File: src/rtl/dm_access_ctrl_pkg.sv
// Shared definitions for the data-memory access controller: size codes,
// FSM state encoding and the alignment rule.
package dm_access_ctrl_pkg;

    localparam int DATA_W     = 32;
    localparam int ADDR_W_DEF = 10;

    localparam logic [1:0] SIZE_B = 2'b00;
    localparam logic [1:0] SIZE_H = 2'b01;
    localparam logic [1:0] SIZE_W = 2'b10;

    typedef enum logic [2:0] {
        ST_IDLE   = 3'd0,
        ST_RD     = 3'd1,
        ST_MRG_WR = 3'd2,
        ST_WR     = 3'd3,
        ST_DONE   = 3'd4
    } dm_state_e;

    // Size code 2'b11 behaves as a word access.
    function automatic logic size_is_word(input logic [1:0] size);
        return size[1];
    endfunction

    function automatic logic misaligned(input logic [1:0] size, input logic [1:0] lane);
        if (size[1]) begin
            return lane != 2'b00;
        end else if (size == SIZE_H) begin
            return lane[0];
        end else begin
            return 1'b0;
        end
    endfunction

endpackage

File: src/rtl/dm_access_ctrl_if.sv
// Request bus from the MEM stage plus the word-wide data-memory port.
// master: MEM stage, slave: access controller, mem: the data memory.
interface dm_access_ctrl_if #(
    parameter int ADDR_W = 10
);
    logic              req;
    logic              we;
    logic [1:0]        size;
    logic              sext;
    logic [31:0]       addr;
    logic [31:0]       wdata;
    logic              busy;
    logic              done;
    logic              err;
    logic [31:0]       rdata;
    logic [ADDR_W-1:0] dm_addr;
    logic [31:0]       dm_din;
    logic              dm_wr;
    logic [31:0]       dm_dout;

    modport master (
        output req, we, size, sext, addr, wdata,
        input  busy, done, err, rdata
    );

    modport slave (
        input  req, we, size, sext, addr, wdata,
        output busy, done, err, rdata,
        output dm_addr, dm_din, dm_wr,
        input  dm_dout
    );

    modport mem (
        input  dm_addr, dm_din, dm_wr,
        output dm_dout
    );

endinterface

File: src/rtl/dm_lane_mux.sv
// Combinational lane steering: merges a byte/half into an existing word for
// read-modify-write stores, and extracts/extends a byte/half for loads.
// Lanes are little-endian.
module dm_lane_mux
    import dm_access_ctrl_pkg::*;
(
    input  logic [DATA_W-1:0] old_word,
    input  logic [DATA_W-1:0] wdata,
    input  logic [1:0]        size,
    input  logic [1:0]        lane,
    input  logic              sext,
    output logic [DATA_W-1:0] merged,
    output logic [DATA_W-1:0] extracted
);

    logic [7:0]  byte_sel;
    logic [15:0] half_sel;

    // Store merge: replace only the addressed lane of the old word.
    always_comb begin
        merged = old_word;
        if (size_is_word(size)) begin
            merged = wdata;
        end else if (size == SIZE_H) begin
            merged[{lane[1], 4'b0000} +: 16] = wdata[15:0];
        end else begin
            merged[{lane, 3'b000} +: 8] = wdata[7:0];
        end
    end

    // Load extract: pick the addressed lane and sign/zero-extend it.
    always_comb begin
        byte_sel  = old_word[{lane, 3'b000} +: 8];
        half_sel  = old_word[{lane[1], 4'b0000} +: 16];
        extracted = old_word;
        if (!size_is_word(size)) begin
            if (size == SIZE_H) begin
                extracted = {{16{sext & half_sel[15]}}, half_sel};
            end else begin
                extracted = {{24{sext & byte_sel[7]}}, byte_sel};
            end
        end
    end

endmodule

File: src/rtl/dm_access_ctrl.sv
// Processor-side load/store unit for the word-wide data memory.
// Sub-word stores are read-modify-write; loads are extended per sext.
//
//   state     | meaning
//   ----------+-----------------------------------------------------------
//   ST_IDLE   | waiting for req; request fields latched on accept
//   ST_RD     | dm_addr driven, memory read data captured at next edge
//   ST_MRG_WR | merged word on dm_din, dm_wr high for one cycle
//   ST_WR     | word store data on dm_din, dm_wr high for one cycle
//   ST_DONE   | done pulse, err valid; req ignored
module dm_access_ctrl
    import dm_access_ctrl_pkg::*;
#(
    parameter int ADDR_W = ADDR_W_DEF
) (
    input  logic            clk,
    input  logic            rst_n,
    dm_access_ctrl_if.slave bus
);

    dm_state_e         state_q, state_d;
    logic              we_q, we_d;
    logic [1:0]        size_q, size_d;
    logic              sext_q, sext_d;
    logic [1:0]        lane_q, lane_d;
    logic [31:0]       wdata_q, wdata_d;
    logic              err_q, err_d;
    logic [31:0]       rdata_q, rdata_d;
    logic [ADDR_W-1:0] dm_addr_q, dm_addr_d;
    logic [31:0]       dm_din_q, dm_din_d;

    logic [31:0]       merged_word;
    logic [31:0]       load_word;
    logic [31-ADDR_W-2:0] unused_addr_hi;

    assign unused_addr_hi = bus.addr[31:ADDR_W+2];

    dm_lane_mux u_lane_mux (
        .old_word  (bus.dm_dout),
        .wdata     (wdata_q),
        .size      (size_q),
        .lane      (lane_q),
        .sext      (sext_q),
        .merged    (merged_word),
        .extracted (load_word)
    );

    // State and datapath registers; async clear kills any pending write.
    always_ff @(posedge clk or negedge rst_n) begin
        if (!rst_n) begin
            state_q   <= ST_IDLE;
            we_q      <= 1'b0;
            size_q    <= SIZE_B;
            sext_q    <= 1'b0;
            lane_q    <= 2'b00;
            wdata_q   <= '0;
            err_q     <= 1'b0;
            rdata_q   <= '0;
            dm_addr_q <= '0;
            dm_din_q  <= '0;
        end else begin
            state_q   <= state_d;
            we_q      <= we_d;
            size_q    <= size_d;
            sext_q    <= sext_d;
            lane_q    <= lane_d;
            wdata_q   <= wdata_d;
            err_q     <= err_d;
            rdata_q   <= rdata_d;
            dm_addr_q <= dm_addr_d;
            dm_din_q  <= dm_din_d;
        end
    end

    // Next-state and register updates.
    always_comb begin
        state_d   = state_q;
        we_d      = we_q;
        size_d    = size_q;
        sext_d    = sext_q;
        lane_d    = lane_q;
        wdata_d   = wdata_q;
        err_d     = err_q;
        rdata_d   = rdata_q;
        dm_addr_d = dm_addr_q;
        dm_din_d  = dm_din_q;
        unique case (state_q)
            ST_IDLE: begin
                if (bus.req) begin
                    we_d      = bus.we;
                    size_d    = bus.size;
                    sext_d    = bus.sext;
                    lane_d    = bus.addr[1:0];
                    wdata_d   = bus.wdata;
                    dm_addr_d = bus.addr[ADDR_W+1:2];
                    err_d     = misaligned(bus.size, bus.addr[1:0]);
                    if (misaligned(bus.size, bus.addr[1:0])) begin
                        state_d = ST_DONE;
                    end else if (bus.we && size_is_word(bus.size)) begin
                        dm_din_d = bus.wdata;
                        state_d  = ST_WR;
                    end else begin
                        state_d = ST_RD;
                    end
                end
            end
            ST_RD: begin
                if (we_q) begin
                    dm_din_d = merged_word;
                    state_d  = ST_MRG_WR;
                end else begin
                    rdata_d = load_word;
                    state_d = ST_DONE;
                end
            end
            ST_MRG_WR, ST_WR: state_d = ST_DONE;
            ST_DONE:          state_d = ST_IDLE;
            default:          state_d = ST_IDLE;
        endcase
    end

    // Outputs decoded from registered state only.
    always_comb begin
        bus.busy    = state_q != ST_IDLE;
        bus.done    = state_q == ST_DONE;
        bus.err     = (state_q == ST_DONE) && err_q;
        bus.dm_wr   = (state_q == ST_WR) || (state_q == ST_MRG_WR);
        bus.rdata   = rdata_q;
        bus.dm_addr = dm_addr_q;
        bus.dm_din  = dm_din_q;
    end

endmodule

File: src/flat_wrapper.sv
// flat-port wrapper written by rule: the top's interface ports become plain ports
module dm_access_ctrl_flat import dm_access_ctrl_pkg::*;
#(
    parameter int ADDR_W = ADDR_W_DEF
)
  (clk, rst_n, bus_req, bus_we, bus_size, bus_sext, bus_addr, bus_wdata, bus_busy, bus_done, bus_err, bus_rdata, bus_dm_addr, bus_dm_din, bus_dm_wr, bus_dm_dout);
  dm_access_ctrl_if #(.ADDR_W(ADDR_W)) bus_i ();
  input  logic clk;
  input  logic rst_n;
  input wire logic [$bits(bus_i.req)-1:0] bus_req;
  input wire logic [$bits(bus_i.we)-1:0] bus_we;
  input wire logic [$bits(bus_i.size)-1:0] bus_size;
  input wire logic [$bits(bus_i.sext)-1:0] bus_sext;
  input wire logic [$bits(bus_i.addr)-1:0] bus_addr;
  input wire logic [$bits(bus_i.wdata)-1:0] bus_wdata;
  output wire logic [$bits(bus_i.busy)-1:0] bus_busy;
  output wire logic [$bits(bus_i.done)-1:0] bus_done;
  output wire logic [$bits(bus_i.err)-1:0] bus_err;
  output wire logic [$bits(bus_i.rdata)-1:0] bus_rdata;
  output wire logic [$bits(bus_i.dm_addr)-1:0] bus_dm_addr;
  output wire logic [$bits(bus_i.dm_din)-1:0] bus_dm_din;
  output wire logic [$bits(bus_i.dm_wr)-1:0] bus_dm_wr;
  input wire logic [$bits(bus_i.dm_dout)-1:0] bus_dm_dout;
  assign bus_i.req = bus_req;
  assign bus_i.we = bus_we;
  assign bus_i.size = bus_size;
  assign bus_i.sext = bus_sext;
  assign bus_i.addr = bus_addr;
  assign bus_i.wdata = bus_wdata;
  assign bus_busy = bus_i.busy;
  assign bus_done = bus_i.done;
  assign bus_err = bus_i.err;
  assign bus_rdata = bus_i.rdata;
  assign bus_dm_addr = bus_i.dm_addr;
  assign bus_dm_din = bus_i.dm_din;
  assign bus_dm_wr = bus_i.dm_wr;
  assign bus_i.dm_dout = bus_dm_dout;
  dm_access_ctrl #(.ADDR_W(ADDR_W)) u_core (.clk(clk), .rst_n(rst_n), .bus(bus_i));
endmodule
File: config.mk
export PLATFORM = sky130hd
export DESIGN_NAME = dm_access_ctrl_flat
export DESIGN_NICKNAME = d
export VERILOG_FILES = /design/src/rtl/dm_access_ctrl_pkg.sv /design/src/rtl/dm_access_ctrl_if.sv /design/src/rtl/dm_lane_mux.sv /design/src/rtl/dm_access_ctrl.sv /design/src/flat_wrapper.sv
export SDC_FILE = /design/constraint.sdc
export NUM_CORES = 1
export LEC_CHECK = 0
export ABC_CLOCK_PERIOD_IN_PS = 5200
export BUFFER_PORTS_ARGS = -buffer_cell sky130_fd_sc_hd__buf_2
export CAP_MARGIN = 10
export CORE_MARGIN = 4
export CORE_UTILIZATION = 56
export DETAILED_ROUTE_END_ITERATION = 10
export GPL_TIMING_DRIVEN = 0
export PLACE_DENSITY = 0.86
export SYNTH_ARGS = -nofsm -noshare
export SYNTH_HDL_FRONTEND = slang
export SYNTH_SLANG_ARGS = --single-unit
File: constraint.sdc
create_clock -name clk -period 5.2 [get_ports clk]
set_input_delay 0.78 -clock clk [delete_from_list [all_inputs] [get_ports clk]]
set_output_delay 0.78 -clock clk [all_outputs]
set_load 0.05 [all_outputs]
==> flow_summary.json <==
{
  "worstMarginPinSlew_ns": 0.980,
  "row_count": 38,
  "min_period_ns": 2.97,
  "antenna_found_initial": 0,
  "io_buffer_count": 160,
  "place_congestion": 0.917,
  "ys_types": 49,
  "synth_edf_count": 0,
  "ctsHtreeMaxLevel": 4,
  "synth_xor_area_frac": 0,
  "status": "finished, final reports clean",
  "path_buf_inv": 4,
  "arrival_ns": 3.36,
  "cts-root-buf": "clkbuf_8",
  "grt_pass1_wl_mm": 33.4,
  "max_freq_mhz": 337,
  "drt-total-wl_mm": 21.7,
  "grt_max_degree": 64,
  "setup_viol": 0,
  "place_area_um2": 7210,
  "dp_hpwl_mm": 16.0,
  "synth_top_family_by_area": "compound AO/OA/AOI/OAI gates",
  "cts_resized": 0,
  "syn-instance-count": 631,
  "cp_top_family": "buffers and inverters",
  "initial_core_util": 0.572,
  "drive_gt1_frac": 0.306,
  "antennaDiodeCount": 0,
  "cp_slowest_cell": "dfrtp_1",
  "final_area_um2": 7850,
  "yosys_most_used_dff": "dfrtp_1",
  "synth_compound_area_frac": 0.223,
  "fin_tns_setup_ns": 0,
  "grt.overflow.total": 0,
  "synth-adder-area-share": 0.0101,
  "final_cell_mix": "buf_2, dfrtp_1, nand2_1, nor2_1, a221oi_1",
  "cts_hold_buf": 0,
  "drt_first_iter_violations": 757,
  "synth_fp_nets": 739,
  "crit_path_end_kind": "flip-flop",
  "layout_setup_ws_ns": 2.23,
  "cpPeakStageDelay_ns": 0.55,
  "power_leakage_nw": 3.62,
  "place_inst": 932,
  "cp_common_cell": "buf_2",
  "drv_slew": 0,
  "rsz0062_at_grt": "no",
  "chipHeight_um": 113,
  "synthMuxAreaShare": 0.0964,
  "ios": 181,
  "power.density_nw_per_um2": 771,
  "ys_seq_area_frac": 0.468,
  "cts_max_path_buffers": 2,
  "layout_commonest_cell": "buf_2",
  "critical_path_class": "flip-flop to flip-flop",
  "worstPathCellList": "buf_2 -> inv_1 -> buf_2 -> ha_1 -> and3b_1 -> buf_1 -> a311o_1 -> a221oi_1 -> nor2_1",
  "areaGrowthSynthToFinish_pct": 26.6,
  "period_share": 0.571,
  "grt_use_total": 0.340,
  "syn_area_per_cell_um2": 9.83,
  "cts_sinks": 116,
  "cts_tree": "yes",
  "netlist_area_um2": 6200,
  "r2r_setup_slack_ns": 2.23,
  "total_power_mw": 6.05,
  "drt-wirelength-per-cell_um": 22.5,
  "maxCapViolations": 0,
  "pre_cts_ws_ns": 2.29,
  "synth_seq_cells": 116,
  "finClkSkew_ns": 0.00811,
  "start_kind": "flip-flop",
  "cts.clk_slew.worst_paths_ns": 0.06,
  "core_area_um2": 10800,
  "vias": 6268,
  "dr.pass1.iters": 6,
  "max_slew_margin": 0.341,
  "clk_latency_ns": 0.52,
  "drc": 0,
  "grt_pass1_vias": 6200,
  "dieArea_um2": 12800,
  "synth_simple_gate_area_frac": 0.150,
  "worst_hold_slack_ns": 0.312,
  "async_flop_share": 1.00,
  "ys_warn_count": 0,
  "die-width_um": 113,
  "cts_made_buffers": 17,
  "ir_worst_vdd_v": 0.000464,
  "instances_no_fill": 964,
  "fin_util": 0.724,
  "cp_data_required_time_ns": 5.59,
  "nNetsFinal": 919,
  "path_max_fanout": 12,
  "via_per_inst": 6.50,
  "ant_nets": 0,
  "finalHoldViolations": 0,
  "post_cts_buffers": 0,
  "hold_class": "input port to async pin"
}
-- cells in the mapped netlist, drive strengths merged (6+ instances only) --
| cell type | instances | area (µm²) |
|---|---|---|
| a21oi | 15 | 75.1 |
| a221oi | 43 | 377 |
| a22o | 21 | 184 |
| a311o | 17 | 170 |
| a31oi | 6 | 37.5 |
| buf | 20 | 101 |
| clkbuf | 32 | 120 |
| dfrtp | 116 | 2900 |
| inv | 27 | 101 |
| mux2 | 34 | 383 |
| mux2i | 17 | 170 |
| nand2 | 59 | 229 |
| nand3 | 35 | 175 |
| nor2 | 53 | 201 |
| nor2b | 25 | 156 |
| o21ai | 52 | 260 |
| o22a | 7 | 61.3 |
| o22ai | 7 | 43.8 |
-- layout make-up --
class                   count  area, µm²
clock inverters            11        173
flip-flops and latches    116       2900
plain buffers              52        221
inverters                  27        101
clock buffers              21        469
multi-input cells         436       2980
fillers                   768       2990
well taps                 140        175
repair buffers            161        831
-- flip-flops by register name (all words and copies together) (netlist names) --
register            cells
u_core.we_q             1
u_core.size_q           2
u_core.sext_q           1
u_core.state_q          3
u_core.bus.dm_addr     10
u_core.lane_q           2
u_core.err_q            1
u_core.bus.dm_din      32
u_core.bus.rdata       32
u_core.wdata_q         32
-- kinds of logic after synthesis --
group,Yosys count
mux,53
fa+ha+maj,5
simple gates,192
buf+inv,79
flops,116
compound gates,186
-- worst reg2reg max path, cell delays in order (launching register included) --
cell	delay, ns
dfrtp_1	0.55
buf_2	0.33
inv_1	0.12
buf_2	0.24
ha_1	0.38
and3b_1	0.20
buf_1	0.20
a311o_1	0.40
a221oi_1	0.32
nor2_1	0.10
-- path summary, 6_finish.rpt --
kind,start,end,cells after the start
worst min register to register,u_core.bus.dm_din[2],u_core.bus.dm_din[2],2
worst max register to register,u_core.lane_q[1],u_core.bus.dm_din[17],9
max in group asynchronous,rst_n,u_core.wdata_q[19],2
min in group clk,u_core.bus.dm_din[2],u_core.bus.dm_din[2],2
worst min-delay path,rst_n,u_core.bus.rdata[2],1
worst max-delay path,u_core.lane_q[1],u_core.bus.dm_din[17],9
-- power by group --
group / switching, mW / total, mW / internal, mW
Combinational: 2.21 / 3.11 / 0.892
Sequential: 0.350 / 1.68 / 1.34
Clock: 0.431 / 1.26 / 0.831
-- metal layers --
layer / vias to the layer above / wire, µm / share of wire / track usage
li1: 2708 / - / - / -
met1: 3024 / 8330 / 0.38 / 0.444
met2: 453 / 10300 / 0.47 / 0.539
met3: 83 / 2290 / 0.11 / 0.0754
met4: 0 / 800 / 0.037 / 0.166
met5: - / 0 / 0 / 0
No activity file was read; power rests on OpenSTA's default activity.
